===== config.mk =====
export PLATFORM = sky130hd
export DESIGN_NAME = pixel_collector
export DESIGN_NICKNAME = d
export VERILOG_FILES = /design/src/rtl/pixel_collector.sv
export SDC_FILE = /design/constraint.sdc
export NUM_CORES = 1
export LEC_CHECK = 0
export BUFFER_PORTS_ARGS = -buffer_cell sky130_fd_sc_hd__buf_2
export CAP_MARGIN = 20
export CORE_ASPECT_RATIO = 1.75
export CORE_MARGIN = 5
export CORE_UTILIZATION = 60
export DETAILED_ROUTE_END_ITERATION = 16
export PLACE_DENSITY = 0.81
export SLEW_MARGIN = 25
export SYNTH_ARGS = -nofsm -noshare
export SYNTH_HDL_FRONTEND = slang
export SYNTH_SLANG_ARGS = --single-unit

===== constraint.sdc =====
create_clock -name clk -period 36.6 [get_ports clk]
set_input_delay 5.49 -clock clk [delete_from_list [all_inputs] [get_ports clk]]
set_output_delay 5.49 -clock clk [all_outputs]
set_load 0.02 [all_outputs]

===== src/rtl/pixel_collector.sv =====
// pixel_collector: gathers one iteration result per engine into a batch buffer,
// pulses fin_flag to advance the coordinate distributor, then streams the batch
// out in raster order with start/end-of-frame markers.
// Ports: clk/reset_n (async active-low, deassert synchronised); engine_done/engine_iter
// from the engines; fin_flag to the distributor; out_valid/out_ready/out_data/out_sop/out_eop stream.
// Latency: 1 CAPTURE cycle after all engines are done, then 1 pixel per accepted cycle.
// Backpressure: out_ready low stalls the drain; data/sop/eop hold stable while stalled.
module pixel_collector #(
  parameter int PIXEL_DATA_WIDTH = 32,
  parameter int ITER_WIDTH       = 16,
  parameter int SCREEN_WIDTH     = 640,
  parameter int SCREEN_HEIGHT    = 480,
  parameter int NUM_ENGINES      = 30
) (
  input  logic                   clk,
  input  logic                   reset_n,
  input  logic [NUM_ENGINES-1:0] engine_done,
  input  logic [ITER_WIDTH-1:0]  engine_iter [NUM_ENGINES],
  output logic                   fin_flag,
  output logic                   out_valid,
  input  logic                   out_ready,
  output logic [ITER_WIDTH-1:0]  out_data,
  output logic                   out_sop,
  output logic                   out_eop
);

  localparam int IDX_W = (NUM_ENGINES > 1) ? $clog2(NUM_ENGINES) : 1;
  localparam logic [PIXEL_DATA_WIDTH-1:0] PX_LAST  = PIXEL_DATA_WIDTH'(SCREEN_WIDTH - 1);
  localparam logic [PIXEL_DATA_WIDTH-1:0] PY_LAST  = PIXEL_DATA_WIDTH'(SCREEN_HEIGHT - 1);
  localparam logic [IDX_W-1:0]            IDX_LAST = IDX_W'(NUM_ENGINES - 1);

  typedef enum logic [1:0] {WAIT, CAPTURE, DRAIN} state_t;

  // Reset release is retimed by one flop so the FSM leaves reset on a clean
  // edge; its first WAIT evaluation lands on the second rising edge.
  logic rst_sync_q;

  always_ff @(posedge clk or negedge reset_n) begin
    if (!reset_n) rst_sync_q <= 1'b0;
    else          rst_sync_q <= 1'b1;
  end

  state_t                state_q, state_d;
  logic [IDX_W-1:0]      idx_q, idx_d;
  logic [PIXEL_DATA_WIDTH-1:0] px_q, px_d, py_q, py_d;
  logic [ITER_WIDTH-1:0] buffer_q [NUM_ENGINES];
  logic [ITER_WIDTH-1:0] buffer_d [NUM_ENGINES];
  logic                  fin_q, fin_d;
  logic                  valid_q, valid_d;
  logic [ITER_WIDTH-1:0] data_q, data_d;
  logic                  sop_q, sop_d;
  logic                  eop_q, eop_d;

  // Raster position after the current pixel is accepted (compare-and-wrap).
  logic [PIXEL_DATA_WIDTH-1:0] px_adv, py_adv;
  logic [IDX_W-1:0]            idx_nxt;

  always_comb begin
    px_adv = px_q + 1'b1;
    py_adv = py_q;
    if (px_q == PX_LAST) begin
      px_adv = '0;
      py_adv = (py_q == PY_LAST) ? '0 : py_q + 1'b1;
    end
    idx_nxt = idx_q + 1'b1;
  end

  // Outputs are registered, so each branch computes what the outputs must
  // show in the state being entered.
  always_comb begin
    state_d  = state_q;
    idx_d    = idx_q;
    px_d     = px_q;
    py_d     = py_q;
    buffer_d = buffer_q;
    fin_d    = 1'b0;
    valid_d  = valid_q;
    data_d   = data_q;
    sop_d    = sop_q;
    eop_d    = eop_q;
    case (state_q)
      WAIT: begin
        if (&engine_done) begin
          state_d = CAPTURE;
          fin_d   = 1'b1;
        end
      end
      CAPTURE: begin
        // Engines still hold their results during the fin_flag cycle.
        buffer_d = engine_iter;
        idx_d    = '0;
        state_d  = DRAIN;
        valid_d  = 1'b1;
        data_d   = engine_iter[0];
        sop_d    = (px_q == '0) && (py_q == '0);
        eop_d    = (px_q == PX_LAST) && (py_q == PY_LAST);
      end
      DRAIN: begin
        if (out_ready) begin
          px_d = px_adv;
          py_d = py_adv;
          if (idx_q == IDX_LAST) begin
            state_d = WAIT;
            valid_d = 1'b0;
            data_d  = '0;
            sop_d   = 1'b0;
            eop_d   = 1'b0;
          end else begin
            idx_d  = idx_nxt;
            data_d = buffer_q[idx_nxt];
            sop_d  = (px_adv == '0) && (py_adv == '0);
            eop_d  = (px_adv == PX_LAST) && (py_adv == PY_LAST);
          end
        end
      end
      default: state_d = WAIT;
    endcase
  end

  always_ff @(posedge clk or negedge rst_sync_q) begin
    if (!rst_sync_q) begin
      state_q  <= WAIT;
      idx_q    <= '0;
      px_q     <= '0;
      py_q     <= '0;
      buffer_q <= '{default: '0};
      fin_q    <= 1'b0;
      valid_q  <= 1'b0;
      data_q   <= '0;
      sop_q    <= 1'b0;
      eop_q    <= 1'b0;
    end else begin
      state_q  <= state_d;
      idx_q    <= idx_d;
      px_q     <= px_d;
      py_q     <= py_d;
      buffer_q <= buffer_d;
      fin_q    <= fin_d;
      valid_q  <= valid_d;
      data_q   <= data_d;
      sop_q    <= sop_d;
      eop_q    <= eop_d;
    end
  end

  assign fin_flag  = fin_q;
  assign out_valid = valid_q;
  assign out_data  = data_q;
  assign out_sop   = sop_q;
  assign out_eop   = eop_q;

endmodule


# After elaboration in Yosys (flattened, before gate mapping)
# Cells that the tools add are included.
# word_totals
ff_bits,572
wordCells,99
out_inout_bits,20
input_bits,513
# classes
n_reduce_logical,16
n_eq_ne,11
addsub,3
magnitude_cmp,1
muxes,27
n_bitwise,1
# ops
op,count
32-bit zero test,4
32-bit 2-to-1 mux,3
16-bit binary-select mux with 5-bit select,1
32-bit by 1-bit adder with 32-bit output (second input constant),2
32-bit by 10-bit equality test with 1-bit output (second input constant),2
32-bit by 9-bit equality test with 1-bit output (second input constant),2
16-bit 2-to-1 mux,4
16-bit case mux with 2 select lines,1
30-bit AND reduction,1
5-bit 2-to-1 mux,2
5-bit case mux with 2 select lines,1
3-bit AND reduction,3
1-bit 2-to-1 mux,8
2-bit inequality test (second input constant),4
6-bit greater-or-equal comparator (second input constant),1
2-bit 2-to-1 mux,3
5-bit NOT with 6-bit output,1
1-bit case mux with 2 select lines,3
2-bit case mux with 3 select lines,1
5-bit by 1-bit adder with 5-bit output (second input constant),1
5-bit equality test (second input constant),1
1-bit logical AND,4
2-bit AND reduction,2
2-bit by 1-bit equality test with 1-bit output (second input constant),1
3 further kinds,3

# Depth between registers and ports, before layout
# Gate-level depths: netlist of the first run.
# depth
word_depth,8
depth_mapped,12
depth_no_buf,9

# Least setup slack after synthesis of the first run
# OpenSTA, ideal clock, no wires.
# synth_path
path_kind,input port to flip-flop
startpoint,input port out_ready
endpoint,register py_q[22]
t_required_ps,36471
arrival_ps,6693
cell_stages,7
slack_ps,29777
setup_time_ps,129
cell_sequence,inv_1 > or2_2 > clkbuf_1 > nor2_1 > clkbuf_1 > nand3_1 > xnor2_1
# synth_between
elab_chain_len,1
# synth_rtl
element,line_no,source
start: declaration,21,"input logic out_ready,"
2-bit AND reduction (no source line),--,
end signal: assignment,136,py_q <= py_d;
end: declaration,45,"logic [PIXEL_DATA_WIDTH-1:0] px_q, px_d, py_q, py_d;"
# No other way between the ends.
# A chain may end at the register's enable or synchronous reset.

# Final worst setup path of the first run
# layout_path
startpoint,input port out_ready
endpoint,"register sop_q, in the netlist out_sop"
# layout_between
elab_chain_len,2
# layout_rtl
element,line_no,source
2-bit inequality test (no source line),--,
2-bit AND reduction (no source line),--,
end signal: assignment,141,sop_q <= sop_d;
end: declaration,51,"logic sop_q, sop_d;"
# No other way between the ends.

==> results of run 1 <==
[per-layer routing]
layer / GRT usage / vias up / part of all wire
met5: 0 / - / 0.00025
met4: 0.274 / 4 / 0.093
met3: 0.0495 / 325 / 0.066
met2: 0.606 / 1306 / 0.50
met1: 0.429 / 12000 / 0.34
li1: - / 11000 / -
[synthesized netlist by cell type, drive strengths merged, types with 7 or more instances]
cell type	instances	area share
a21oi	52	0.0093
a31oi	28	0.0063
and3	16	0.0036
and4	12	0.0038
buf	52	0.0093
clkbuf	167	0.022
dfrtp	572	0.51
inv	16	0.0021
mux2i	19	0.0068
mux4	128	0.10
nand2	1550	0.21
nand3	52	0.0095
nand4	44	0.011
nor2	68	0.0091
nor3	20	0.0036
nor3b	7	0.0019
nor4	33	0.012
o211ai	33	0.0089
o21ai	64	0.011
o31ai	20	0.0054
or3	8	0.0019
or4	8	0.0023
xnor2	33	0.010
xor2	19	0.0060
[placed cells by master, fill, tap and decap left out, types with 19 or more instances in the layout]
| cell type | n |
|---|---|
| nor3_1 | 19 |
| nor4_1 | 22 |
| o21ai_0 | 61 |
| o31ai_1 | 20 |
| clkbuf_16 | 52 |
| a21oi_1 | 52 |
| o211ai_1 | 33 |
| nand4_1 | 40 |
| nor2_1 | 65 |
| nand2_1 | 1550 |
| buf_2 | 532 |
| dfrtp_1 | 570 |
| a31oi_1 | 28 |
| nand3_1 | 51 |
| xnor2_1 | 30 |
| mux2i_1 | 19 |
| mux4_2 | 128 |
[power by group]
group	internal, uW	switching (uW)	leakage, uW
combinational	158	287	0.00822
sequential	645	26.0	0.00536
clock	338	256	0.000878
[stage by stage]
step / worst slack, ns / cell area, sq um / utilization / std cells
2_1_floorplan: 19.45 / 28000 / - / 3087
3_3_place_gp: 29.05 / 30800 / 0.668 / 4008
3_5_place_dp: 29.07 / 30800 / 0.668 / 4008
4_1_cts: 29.67 / 32600 / 0.708 / 4102
5_1_grt: 29.41 / 32800 / 0.711 / 4113
6_report: 29.64 / 32800 / 0.711 / 4114
[flip-flops by register name (all words and copies together), names as in the netlist]
| name | cells |
|---|---|
| buffer_q | 480 |
| fin_flag | 1 |
| idx_q | 5 |
| out_data | 16 |
| out_eop | 1 |
| out_sop | 1 |
| out_valid | 1 |
| px_q | 32 |
| py_q | 32 |
| rst_sync_q | 1 |
| state_q | 2 |
[cell type report]
cell class | instances | area [sq um] | area share
clock buffer | 70 | 1460 | 0.0445
sequential | 572 | 14300 | 0.437
clock inverter | 24 | 368 | 0.0112
tap | 583 | 729 | 0.0223
inverter | 16 | 60.1 | 0.00183
antenna | 8 | 20.0 | 0.000611
timing repair buffer | 561 | 3000 | 0.0916
multi-input combinational | 2280 | 12800 | 0.391
[cells by family after synthesis]
kind of cell / Yosys count / synth area share
simple gates: 1840 / 0.273
flops: 572 / 0.512
buf+inv: 235 / 0.0339
compound gates: 233 / 0.0521
mux: 148 / 0.110
xor+xnor: 52 / 0.0163
fa+ha+maj: 6 / 0.00268
other cells: 1 / 0.000134
[final timing paths]
kind / cells past startpoint / end / slack (ns) / startpoint
worst max-delay path: 10 / out_sop / 29.64 / out_ready
worst min-delay path: 0 / buffer_q[149] / 0.27 / rst_sync_q
worst max register to register: 6 / out_data[11] / 32.04 / idx_q[0]
worst min register to register: 0 / buffer_q[149] / 0.27 / rst_sync_q
max in group asynchronous: 1 / rst_sync_q / 31.85 / reset_n
min in group clk: 2 / buffer_q[396] / 0.47 / buffer_q[396]
==> results.json, run 1 <==
{
  "rows": 104,
  "tightest_slew_ns": 1.04,
  "via_per_inst": 6.00,
  "die_y_microns": 296,
  "path_class": "input port to flip-flop",
  "htree_levels": 2,
  "die_w_microns": 173,
  "cts_buffers": 51,
  "clockBufferDepth": 3,
  "synth-seq-cells": 572,
  "crit_arrival_ns": 7.46,
  "critical_path.top_delay_family": "simple AND/OR/NAND/NOR gates",
  "first_iter_violations": 2624,
  "gp_congestion": 0.981,
  "cp-start-kind": "input port",
  "rsz0062_at_grt": "no",
  "antenna_found_initial": 9,
  "setup_tns_ns": 0,
  "cts.repair.resized": 0,
  "drive_above_1_share": 0.231,
  "hold_buffers": 0,
  "powerDensity_nw_per_um2": 52.2,
  "yosysSeqAreaShare": 0.512,
  "p_leak_uw": 0.0145,
  "crit_fanout": 19,
  "holdWs_ns": 0.269,
  "num-fill-cells": 3441,
  "hpwlAfterDp_microns": 68900,
  "fp.dieArea_sq_um": 51200,
  "maxCapViolations": 0,
  "wl_per_cell_microns": 23.0,
  "synth_cell_types": 70,
  "finalClockSkew_ns": 0.0224,
  "ant_nets": 0,
  "synth_nets": 3606,
  "cts_tree": "built",
  "crit_chain": "buf_2 > inv_1 > nor2_2 > buf_4 > nand2_1 > a21oi_1 > o2111ai_1 > nor4_1 > nand4_1 > o21ai_1",
  "slew_viol_final": 0,
  "routed_wirelength_microns": 94600,
  "root_buffer": "clkbuf_16",
  "cts.sinks": 572,
  "io_pins": 533,
  "synth_edf_count": 0,
  "required_ns": 37.10,
  "nets": 4001,
  "clk_pin_slew_ns": 0.07,
  "max_slew_margin": 0.309,
  "gr-usage-all-layers": 0.362,
  "synth_flop_cell": "dfrtp_1",
  "overflow": 0,
  "hold_viol": 0,
  "start_util": 0.607,
  "critical_path.max_stage_delay_ns": 0.34,
  "hp-class": "flip-flop to asynchronous set/reset pin",
  "core_sq_um": 46100,
  "areaGrowthSynthToFinish_pct": 17.1,
  "clock_latency_ns": 0.60,
  "ys_warn_count": 0,
  "async_flop_share": 1.00,
  "syn_inst": 3087,
  "min_period_over_period": 0.190,
  "routed-via-count": 24700,
  "avgSynthCellArea_sq_um": 9.06,
  "max_freq_ghz": 0.144,
  "finalSetupViolCount": 0,
  "cp-end-kind": "flip-flop",
  "ir_worst_vdd_uv": 68.5,
  "crit_slowest_cell": "nor4_1",
  "portBuffers": 532,
  "drtPass1Iterations": 6,
  "outcome": "finished clean",
  "grt_pass1_vias": 25200,
  "total_power_uw": 1710,
  "grt_max_degree": 247,
  "grt_pass1_wl_microns": 144000,
  "drcViolationCount": 0,
  "min_period_ns": 6.96,
  "crit_buf_inv": 3,
  "synth_area_sq_um": 28000,
  "cts_setup_buffers": 0
}
Note: power is estimated with default switching activity, not from simulation.
==> inputs of run 2 (changes only) <==
--- a/config.mk
+++ b/config.mk
@@ -9,9 +9,9 @@
 export CAP_MARGIN = 20
 export CORE_ASPECT_RATIO = 1.75
 export CORE_MARGIN = 5
-export CORE_UTILIZATION = 60
+export CORE_UTILIZATION = 56
 export DETAILED_ROUTE_END_ITERATION = 16
-export PLACE_DENSITY = 0.81
+export PLACE_DENSITY = 0.77
 export SLEW_MARGIN = 25
 export SYNTH_ARGS = -nofsm -noshare
 export SYNTH_HDL_FRONTEND = slang
==> constraint.sdc (replaced) <==
create_clock -name clk -period 7.2 [get_ports clk]
set_input_delay 1.08 -clock clk [delete_from_list [all_inputs] [get_ports clk]]
set_output_delay 1.08 -clock clk [all_outputs]
set_load 0.02 [all_outputs]
==> results.json, run 2 (same netlist as run 1, synthesis figures left out) <==
{
  "outcome": "finished clean",
  "crit_fanout": 44,
  "portBuffers": 532,
  "cp-end-kind": "flip-flop",
  "cts_setup_buffers": 0,
  "overflow": 0,
  "max_freq_ghz": 0.222,
  "gp_congestion": 0.964,
  "cts.repair.resized": 0,
  "grtUsageMet1": 0.422,
  "clockBufferDepth": 3,
  "drive_above_1_share": 0.230,
  "crit_buf_inv": 1,
  "crit_slowest_cell": "dfrtp_4",
  "top_usage_layer": "met2",
  "critical_path.max_stage_delay_ns": 1.03,
  "grt_pass1_wl_microns": 149000,
  "min_period_over_period": 0.626,
  "final_area_sq_um": 32800,
  "hpwlAfterDp_microns": 75700,
  "maxCapViolations": 0,
  "met2_usage": 0.578,
  "fp.dieArea_sq_um": 54700,
  "post_dp_cell_area_sq_um": 30900,
  "power_frac_seq": 0.405,
  "path_class": "flip-flop to flip-flop",
  "routed-via-count": 24500,
  "areaGrowthSynthToFinish_pct": 17.4,
  "wl_per_cell_microns": 23.9,
  "r2r_setup_slack_ns": 2.69,
  "multi_input_area_sq_um": 12800,
  "regArea_sq_um": 14300,
  "mostFrequentLayoutCell": "nand2_1",
  "largest_reg_flops": 480,
  "required_ns": 7.71,
  "nets": 3998,
  "cts_tree": "built",
  "rsz0062_at_grt": "no",
  "critical_path.top_delay_family": "flip-flops",
  "routed_wirelength_microns": 100000,
  "start_util": 0.564,
  "clock_latency_ns": 0.62,
  "grt_max_degree": 229,
  "cts_buffers": 52,
  "final_cell_mix": "nand2_1, dfrtp_1, buf_2, mux4_2, nor2_1",
  "rows": 108,
  "hold_viol": 0,
  "cts.sinks": 572,
  "die_w_microns": 179,
  "ir_worst_vdd_uv": 329,
  "max_slew_margin": 0.308,
  "hp-class": "flip-flop to asynchronous set/reset pin",
  "largest_registers": "buffer_q: 480 flops, px_q: 32 flops, py_q: 32 flops",
  "io_pins": 533,
  "clk_pin_slew_ns": 0.07,
  "core_sq_um": 49600,
  "combPwrFrac": 0.238,
  "n_antenna_cell": 0,
  "drcViolationCount": 0,
  "p_sw_uw": 2740,
  "crit_arrival_ns": 5.03,
  "regMostFlops": "buffer_q",
  "first_iter_violations": 2353,
  "internal-power_uw": 5840,
  "setup_tns_ns": 0,
  "die_y_microns": 306,
  "slew_viol_final": 0,
  "num-fill-cells": 4038,
  "drtPass1Iterations": 5,
  "p_leak_uw": 0.0145,
  "holdWs_ns": 0.219,
  "gr-usage-all-layers": 0.362,
  "crit_chain": "ha_1 > nand3_1 > xnor2_2 > buf_4 > nand3_1 > o211ai_1 > o211ai_1 > a21oi_1",
  "ant_nets": 0,
  "root_buffer": "clkbuf_16",
  "final_util": 0.662,
  "tightest_slew_ns": 1.03,
  "switching_share": 0.320,
  "finalClockSkew_ns": 0.0391,
  "min_period_ns": 4.51,
  "finalSetupViolCount": 0,
  "cp-start-kind": "flip-flop",
  "grt_pass1_vias": 25100,
  "hold_buffers": 0,
  "grtUsageMet3": 0.0577,
  "via_per_inst": 5.86,
  "powerDensity_nw_per_um2": 261,
  "htree_levels": 2,
  "antenna_found_initial": 0,
  "clkPwrFrac": 0.357
}
==> run 2: cell types whose count changed in the layout (fill, tap and decap cells not counted), moves of 2 or more <==
cell        change
buf_4           +2
clkinv_2        +2
buf_6           -5
diode_2         -8
clkinvlp_4      -3
==> run 2: worst register-to-register path, cell delays in order (launching register included) <==
cell      delay [ns]
dfrtp_4         1.03
ha_1            0.55
nand3_1         0.33
xnor2_2         0.66
buf_4           0.48
nand3_1         0.58
o211ai_1        0.45
o211ai_1        0.15
a21oi_1         0.18
==> run 2: path summary, 6_finish.rpt <==
check                                end  cells after the start           from
min reg2reg                buffer_q[136]                      0     rst_sync_q
max                         out_data[10]                      8       idx_q[0]
max reg2reg                 out_data[10]                      8       idx_q[0]
min                        buffer_q[136]                      0     rst_sync_q
max in group asynchronous  buffer_q[200]                      3     rst_sync_q
min in group clk           buffer_q[206]                      2  buffer_q[206]
==> run 2: layout make-up <==
| type | instances | area share |
|---|---|---|
| clock buffer | 72 | 0.0453 |
| multi-input combinational | 2280 | 0.391 |
| tap | 660 | 0.0252 |
| timing repair buffer | 557 | 0.0893 |
| clock inverter | 23 | 0.0115 |
| sequential | 572 | 0.436 |
| inverter | 16 | 0.00183 |
==> run 2: power by group through the flow <==
| stage | logic [uW] | registers, uW | clock network, uW |
|---|---|---|---|
| 6_report | 2040 | 3480 | 3060 |
| 2_1_floorplan | 1370 | 3460 | 0 |
| 3_5_place_dp | 2010 | 3540 | 0 |
| 5_1_grt | 2160 | 3490 | 3200 |
| 4_1_cts | 2020 | 3480 | 3070 |
| 3_3_place_gp | 1980 | 3530 | 0 |
==> run 2: stage by stage <==
stage	setup WS (ns)	power, uW	instances
global placement	2.98	5510	4083
detailed placement	2.74	5550	4083
CTS	2.69	8560	4178
finish	2.69	8580	4180
floorplan	1.64	4830	3087
global route	2.33	8860	4180
==> run 2: metal layers <==
layer | up-vias | routed length [microns]
met5 | - | 0
met4 | 0 | 10800
met3 | 358 | 7130
met2 | 1254 | 48300
met1 | 11900 | 33900
li1 | 11000 | -
